`src/rtl/bramac_pkg.sv`:
```
// Shared types for the BRAMAC dummy-array controller.
// States, row addresses, write-select codes and the strobe bundle.
package bramac_pkg;

  typedef enum logic [3:0] {
    S_IDLE,
    S_INIT_ACC,
    S_COPY,
    S_PREADD,
    S_BUBBLE,
    S_INV,
    S_SUB,
    S_ASL,
    S_ACC,
    S_WAIT,
    S_DONE_1,
    S_DONE_2
  } state_t;

  localparam logic [2:0] ROW_ZERO = 3'd0;
  localparam logic [2:0] ROW_W1   = 3'd1;
  localparam logic [2:0] ROW_W2   = 3'd2;
  localparam logic [2:0] ROW_W12  = 3'd3;
  localparam logic [2:0] ROW_INV  = 3'd4;
  localparam logic [2:0] ROW_PSUM = 3'd5;
  localparam logic [2:0] ROW_ACC  = 3'd6;

  // 0 is reserved for "no write" so idle selects read as 0
  localparam logic [1:0] WSEL_NONE = 2'd0;
  localparam logic [1:0] WSEL_ZERO = 2'd1;
  localparam logic [1:0] WSEL_BRAM = 2'd2;
  localparam logic [1:0] WSEL_ALU  = 2'd3;

  typedef struct packed {
    logic       carry_in;
    logic       ren_1;
    logic       ren_2;
    logic       wen_1;
    logic       wen_2;
    logic       readout;
    logic       mac_done;
    logic [2:0] raddr_1;
    logic [2:0] raddr_2;
    logic [2:0] waddr_1;
    logic [2:0] waddr_2;
    logic [1:0] wsel_1;
    logic [1:0] wsel_2;
  } strobes_t;

  function automatic logic [2:0] act_dec(
    input logic msb_1,
    input logic msb_2
  );
    return {1'b0, msb_2, msb_1};
  endfunction

endpackage

```
`src/rtl/bramac_act_shreg.sv`:
```
// Activation shift register: right-aligned inputs are stored
// left-aligned so the current bit is always the MSB.
module bramac_act_shreg #(
  parameter int PREC_MAX = 8,
  parameter int PW       = $clog2(PREC_MAX) + 1
) (
  input  logic                clk,
  input  logic                rst_n,
  input  logic                load,
  input  logic                shift,
  input  logic [PW-1:0]       prec,
  input  logic [PREC_MAX-1:0] act_1,
  input  logic [PREC_MAX-1:0] act_2,
  output logic                msb_1,
  output logic                msb_2
);

  logic [PREC_MAX-1:0] a1_q;
  logic [PREC_MAX-1:0] a2_q;
  logic [PW-1:0]       lsh;

  assign lsh = PW'(PREC_MAX) - prec;

  always_ff @(posedge clk or negedge rst_n) begin
    if (!rst_n) begin
      a1_q <= '0;
      a2_q <= '0;
    end else if (load) begin
      a1_q <= act_1 << lsh;
      a2_q <= act_2 << lsh;
    end else if (shift) begin
      a1_q <= a1_q << 1;
      a2_q <= a2_q << 1;
    end
  end

  assign msb_1 = a1_q[PREC_MAX-1];
  assign msb_2 = a2_q[PREC_MAX-1];

endmodule

```
`src/rtl/fsm_nda.sv`:
```
// Bit-serial MAC sequencer for a BRAMAC dummy array.
// Define BRAMAC_SIGNED_EN to enable the signed INV/SUB path.
module fsm_nda
  import bramac_pkg::*;
#(
  parameter int PREC_MAX = 8,
  parameter int PW       = $clog2(PREC_MAX) + 1
) (
  input  logic                clk,
  input  logic                reset_bram_n,
  input  logic                comp_en,
  input  logic                inst_valid,
  output logic                inst_ready,
  input  logic                inst_flush,
  input  logic                inst_signed,
  input  logic                inst_last,
  input  logic [PW-1:0]       inst_prec,
  input  logic [PREC_MAX-1:0] inst_act_1,
  input  logic [PREC_MAX-1:0] inst_act_2,
  output logic                carry_in,
  output logic                ren_1,
  output logic                ren_2,
  output logic                wen_1,
  output logic                wen_2,
  output logic                readout,
  output logic                busy,
  output logic [2:0]          raddr_1,
  output logic [2:0]          raddr_2,
  output logic [2:0]          waddr_1,
  output logic [2:0]          waddr_2,
  output logic [1:0]          wsel_1,
  output logic [1:0]          wsel_2,
  output logic                mac_done
);

`ifdef BRAMAC_SIGNED_EN
  localparam logic SIGN_EN = 1'b1;
`else
  localparam logic SIGN_EN = 1'b0;
`endif

  state_t        state_q;
  state_t        state_d;
  logic [PW-1:0] cnt_q;
  logic [PW-1:0] cnt_d;
  logic [PW-1:0] prec_q;
  logic [PW-1:0] prec_c;
  logic          signed_q;
  logic          last_q;
  logic          accept;
  logic          flush;
  logic          load;
  logic          shift;
  logic          msb_1;
  logic          msb_2;
  logic [2:0]    dec;
  strobes_t      st;

  assign inst_ready = state_q inside {S_IDLE, S_WAIT, S_DONE_2};
  assign busy   = !(state_q inside {S_IDLE, S_WAIT, S_DONE_1, S_DONE_2});
  assign accept = comp_en && inst_valid && inst_ready;
  assign flush  = comp_en && inst_flush;
  assign load   = accept && !flush;
  assign shift  = (state_q inside {S_SUB, S_ASL}) && !flush;
  assign dec    = act_dec(msb_1, msb_2);

  assign prec_c = (inst_prec == '0 || inst_prec > PW'(PREC_MAX))
                ? PW'(PREC_MAX) : inst_prec;

  bramac_act_shreg #(
    .PREC_MAX(PREC_MAX),
    .PW      (PW)
  ) u_shreg (
    .clk  (clk),
    .rst_n(reset_bram_n),
    .load (load),
    .shift(shift),
    .prec (prec_c),
    .act_1(inst_act_1),
    .act_2(inst_act_2),
    .msb_1(msb_1),
    .msb_2(msb_2)
  );

  always_ff @(posedge clk or negedge reset_bram_n) begin
    if (!reset_bram_n) begin
      state_q  <= S_IDLE;
      cnt_q    <= '0;
      prec_q   <= '0;
      signed_q <= 1'b0;
      last_q   <= 1'b0;
    end else begin
      state_q <= state_d;
      cnt_q   <= cnt_d;
      if (load) begin
        prec_q   <= prec_c;
        signed_q <= inst_signed & SIGN_EN;
        last_q   <= inst_last;
      end
    end
  end

  always_comb begin
    state_d = state_q;
    cnt_d   = cnt_q;
    st      = '0;
    unique case (state_q)
      S_IDLE: begin
        if (load) begin
          state_d    = S_INIT_ACC;
          st.wen_2   = 1'b1;
          st.waddr_2 = ROW_ACC;
          st.wsel_2  = WSEL_ZERO;
        end
      end
      S_INIT_ACC: state_d = S_COPY;
      S_COPY: begin
        state_d    = S_PREADD;
        st.wen_1   = 1'b1;
        st.waddr_1 = ROW_W1;
        st.wsel_1  = WSEL_BRAM;
        st.wen_2   = 1'b1;
        st.waddr_2 = ROW_W2;
        st.wsel_2  = WSEL_BRAM;
      end
      S_PREADD: begin
        state_d    = signed_q ? S_INV : S_BUBBLE;
        cnt_d      = signed_q ? prec_q - PW'(1) : prec_q;
        st.ren_1   = 1'b1;
        st.raddr_1 = ROW_W1;
        st.ren_2   = 1'b1;
        st.raddr_2 = ROW_W2;
        st.wen_1   = 1'b1;
        st.waddr_1 = ROW_W12;
        st.wsel_1  = WSEL_ALU;
        st.wen_2   = 1'b1;
        st.waddr_2 = ROW_PSUM;
        st.wsel_2  = WSEL_ZERO;
      end
      S_BUBBLE: state_d = S_ASL;
      S_INV: begin
        state_d    = S_SUB;
        st.ren_1   = 1'b1;
        st.raddr_1 = dec;
        st.wen_1   = 1'b1;
        st.waddr_1 = ROW_INV;
        st.wsel_1  = WSEL_ALU;
      end
      S_SUB: begin
        // a 1-bit signed operand has no magnitude bits left
        state_d     = (cnt_q == '0) ? S_ACC : S_ASL;
        st.carry_in = 1'b1;
        st.ren_1    = 1'b1;
        st.raddr_1  = ROW_INV;
        st.ren_2    = 1'b1;
        st.raddr_2  = ROW_PSUM;
        st.wen_2    = 1'b1;
        st.waddr_2  = ROW_PSUM;
        st.wsel_2   = WSEL_ALU;
      end
      S_ASL: begin
        state_d    = (cnt_q <= PW'(1)) ? S_ACC : S_ASL;
        cnt_d      = cnt_q - PW'(1);
        st.ren_1   = 1'b1;
        st.raddr_1 = dec;
        st.ren_2   = 1'b1;
        st.raddr_2 = ROW_PSUM;
        st.wen_2   = 1'b1;
        st.waddr_2 = ROW_PSUM;
        st.wsel_2  = WSEL_ALU;
      end
      S_ACC: begin
        state_d     = last_q ? S_DONE_1 : S_WAIT;
        st.mac_done = 1'b1;
        st.ren_1    = 1'b1;
        st.raddr_1  = ROW_PSUM;
        st.ren_2    = 1'b1;
        st.raddr_2  = ROW_ACC;
        st.wen_2    = 1'b1;
        st.waddr_2  = ROW_ACC;
        st.wsel_2   = WSEL_ALU;
      end
      S_WAIT: begin
        if (load) state_d = S_COPY;
      end
      S_DONE_1: state_d = S_DONE_2;
      S_DONE_2: begin
        st.readout = 1'b1;
        st.ren_2   = 1'b1;
        st.raddr_2 = ROW_ACC;
        if (load) begin
          state_d    = S_COPY;
          st.wen_2   = 1'b1;
          st.waddr_2 = ROW_ACC;
          st.wsel_2  = WSEL_ZERO;
        end else begin
          state_d = S_DONE_1;
        end
      end
      default: state_d = S_IDLE;
    endcase
    if (flush) state_d = S_IDLE;
  end

  assign carry_in = st.carry_in;
  assign ren_1    = st.ren_1;
  assign ren_2    = st.ren_2;
  assign wen_1    = st.wen_1;
  assign wen_2    = st.wen_2;
  assign readout  = st.readout;
  assign mac_done = st.mac_done;
  assign raddr_1  = st.raddr_1;
  assign raddr_2  = st.raddr_2;
  assign waddr_1  = st.waddr_1;
  assign waddr_2  = st.waddr_2;
  assign wsel_1   = st.wsel_1;
  assign wsel_2   = st.wsel_2;

endmodule

```
`config.mk`:
```
export PLATFORM = sky130hd
export DESIGN_NAME = fsm_nda
export DESIGN_NICKNAME = d
export VERILOG_FILES = /design/src/rtl/bramac_pkg.sv /design/src/rtl/bramac_act_shreg.sv /design/src/rtl/fsm_nda.sv
export SDC_FILE = /design/constraint.sdc
export NUM_CORES = 1
export LEC_CHECK = 0
export BUFFER_PORTS_ARGS = -buffer_cell sky130_fd_sc_hd__buf_2
export CORE_ASPECT_RATIO = 1.1
export CORE_MARGIN = 3
export CORE_UTILIZATION = 25
export DETAILED_ROUTE_END_ITERATION = 8
export PLACE_DENSITY = 0.5
export SYNTH_ARGS = -nofsm -noshare
export SYNTH_HDL_FRONTEND = slang
export SYNTH_SLANG_ARGS = --single-unit
```
`constraint.sdc`:
```
create_clock -name clk -period 2.35 [get_ports clk]
set_input_delay 0.47 -clock clk [delete_from_list [all_inputs] [get_ports clk]]
set_output_delay 0.47 -clock clk [all_outputs]
set_load 0.02 [all_outputs]
```
==> reports/metrics.cfg <==
[run_status]
outcome = finished, final reports clean

[timing]
hold_viol_final = 0
finClkSkew_ns = 0.00670
setup_violations = 0
maxSlewHeadroom_pct = 44.3
worstMarginPinSlew_ns = 0.836
fmax_mhz = 475
fin_crit_ns = 2.10
rsz0062_at_grt = no
fin_tns_setup_ns = 0
fin_crit_sh_pct = 89.6
finalMaxSlewViolations = 0

[global_route]
top_usage_layer = met2
use_met2_pct = 19.7
grt_pass1_vias = 2198
use_met3_pct = 1.76
antenna_found_initial = 0
grt_use_total_pct = 12.4
grt_pass1_wl_um = 10800
grt_max_degree = 30
grt_overflow = 0
met1_usage_pct = 17.4

[clock_tree]
numCtsBuffers = 5
htreeDepth = 2
cts.sinks = 29
hold_buffers = 0
clkLatencyLatePin_ns = 0.28
path_clk_slew_ns = 0.06
root_buffer = clkbuf_8
cts_tree = done
clk_path_buf_depth = 2

[setup_path]
endpoint_kind = flip-flop
cp_max_fo = 28
path_cells = or3_4 -> a21oi_4 -> nand3_1 -> a22o_1 -> a32o_1
slowest_delay_ns = 0.50
crit_path_top_delay_cell = a22o_1
crit_arrival_ns = 2.26
crit_type = reg -> reg
cp-start-kind = flip-flop
critPathRequiredTime_ns = 2.51
cp_num_buf_inv = 0
crit_family = compound AO/OA/AOI/OAI gates
r2r_slack_ns = 0.25

[detailed_routing]
dr.pass1.iters = 4
routedWlPerCell_um = 13.3
drt.antenna.violating_nets = 0
vias = 2320
drt_iter0_drc = 74
totalWireLength_um = 6340
route.detailed.drc = 0
viasPerCell = 4.85

[finish]
post-route-util_pct = 32.6
diodes = 0
layout.cells.most_common_list = 50 x buf_2, 49 x nand2_1, 39 x o21ai_0, 28 x dfrtp_1, 27 x buf_4
fin_cells = 478
drive_above_1_share_pct = 27.2
areaGrowthSynthToFinish_pct = 26.0
nNetsFinal = 396
layout_commonest_cell = buf_2

[logic_synthesis]
syn-instance-count = 300
synth_cell_types = 50
netlist_area_um2 = 2320
avgSynthCellArea_um2 = 7.73
synth_edf_count = 0
synth_largest_area_cell = dfrtp_1
ys_seq_area_share_pct = 31.3
async_reset_ff_share_pct = 100
synth_area_leaders = dfrtp_1 31%, o21ai_0 8.4%, nand2_1 7.9%
synth.top_cell.area_share_pct = 31.3
ys_seq_elements = 29
synth_nets = 331
yosysWarnings = 0
synth-main-ff-cell = dfrtp_1

[min_path]
hold_path_class = in -> async

[place]
dpl.cell_count = 472
gp_congestion = 0.759
place_hpwl_um = 4960
portBuffers = 50

[floorplan]
chipHeight_um = 107
start_util_pct = 25.9
die-area_um2 = 10500
die_width_um = 97.8
pin_count = 52
core-area_um2 = 8960
rows = 36

[power]
ir_worst_vdd_v = 0.000255
powerDensity_nw_per_um2 = 936
power_leakage_nw = 1.35

[job]
cap_viol_max_count = 0

[worst paths after layout]
check                                             from                          end  depth (start not counted)
setup reg to reg                state_q[1]$_DFFE_PN0P_  u_shreg.a2_q[0]$_DFFE_PN0P_                          5
hold reg to reg            u_shreg.a2_q[5]$_DFFE_PN0P_  u_shreg.a2_q[5]$_DFFE_PN0P_                          2
max in group asynchronous                 reset_bram_n       state_q[2]$_DFFE_PN0P_                          1
setup / recovery                state_q[1]$_DFFE_PN0P_  u_shreg.a2_q[0]$_DFFE_PN0P_                          5
hold / removal                            reset_bram_n  u_shreg.a1_q[5]$_DFFE_PN0P_                          1
min in group clk                             inst_last           last_q$_DFFE_PN0N_                          3
[through the flow]
step | total power, mW | setup slack [ns] | area, um2 | hold WS [ns]
finish | 2.73 | 0.245 | 2920 | 0.228
global route | 3.00 | 0.0803 | 2920 | 0.278
CTS | 2.77 | 0.0512 | 2920 | 0.257
detailed placement | 2.38 | -0.0192 | 2840 | 0.470
global placement | 2.36 | 0.00199 | 2840 | 0.464
floorplan | 1.92 | 0.00846 | 2340 | 0.174
[where the power goes]
part           internal (mW)  total, mW  switching, mW  leakage [nW]
combinational          0.593       1.50          0.907         0.934
sequential             0.707      0.860          0.153         0.376
clock                  0.194      0.373          0.179        0.0399
total                   1.49       2.73           1.24          1.35
[cell type report]
class / instances / area (um2)
fill: 956 / 6040
multi-input combinational: 238 / 1470
sequential: 29 / 727
timing repair buffer: 77 / 453
tap: 114 / 143
clock buffer: 5 / 68.8
inverter: 14 / 57.6
clock inverter: 1 / 5.00
[worst register-to-register path: stages, from the launching register on]
cell and delay, ns:
dfrtp_1 0.37, or3_4 0.42, a21oi_4 0.21, nand3_1 0.13, a22o_1 0.50, a32o_1 0.35
[per-layer routing]
metal / routed length [um] / vias up
met3: 297 / 6
met5: 0 / -
met2: 2850 / 62
met1: 3100 / 1050
li1: - / 1202
met4: 89 / 0
[state kept, by name, indices dropped and copies added, names as in the netlist]
name / count
last_q: 1
u_shreg.a1_q: 8
prec_q: 4
u_shreg.a2_q: 8
state_q: 4
cnt_q: 4
[what timing repair did]
| item | CTS | global route |
|---|---|---|
| setup endpoints to repair | 0 | 5 |
| buffers inserted | 0 | 0 |
| gates resized for setup | 0 | 2 |
[cell families (layout without fill, tap and decap cells)]
| kind of cell | count (synthesis) | after routing | share of synthesized area [%] |
|---|---|---|---|
| fa+ha+maj | 4 | 4 | 2.16 |
| xor+xnor | 4 | 4 | 1.51 |
| compound gates | 99 | 99 | 25.9 |
| flops | 29 | 29 | 31.3 |
| mux | 17 | 17 | 9.61 |
| buf+inv | 33 | 97 | 6.26 |
| simple gates | 114 | 114 | 23.3 |
[cell usage after synthesis (all sizes together), types with 3 or more instances]
cell type,number
ha,4
nor2b,6
and2,8
clkbuf,11
o21ai,42
a22o,3
a22oi,4
nand2b,3
nor3,3
a31oi,4
nor2,20
nand3,11
o22ai,9
dfrtp,29
o211ai,3
mux2i,11
mux4,4
xor2,3
nand2,50
a21oi,21
inv,13
buf,8
Power figures use the tool's default switching activity.
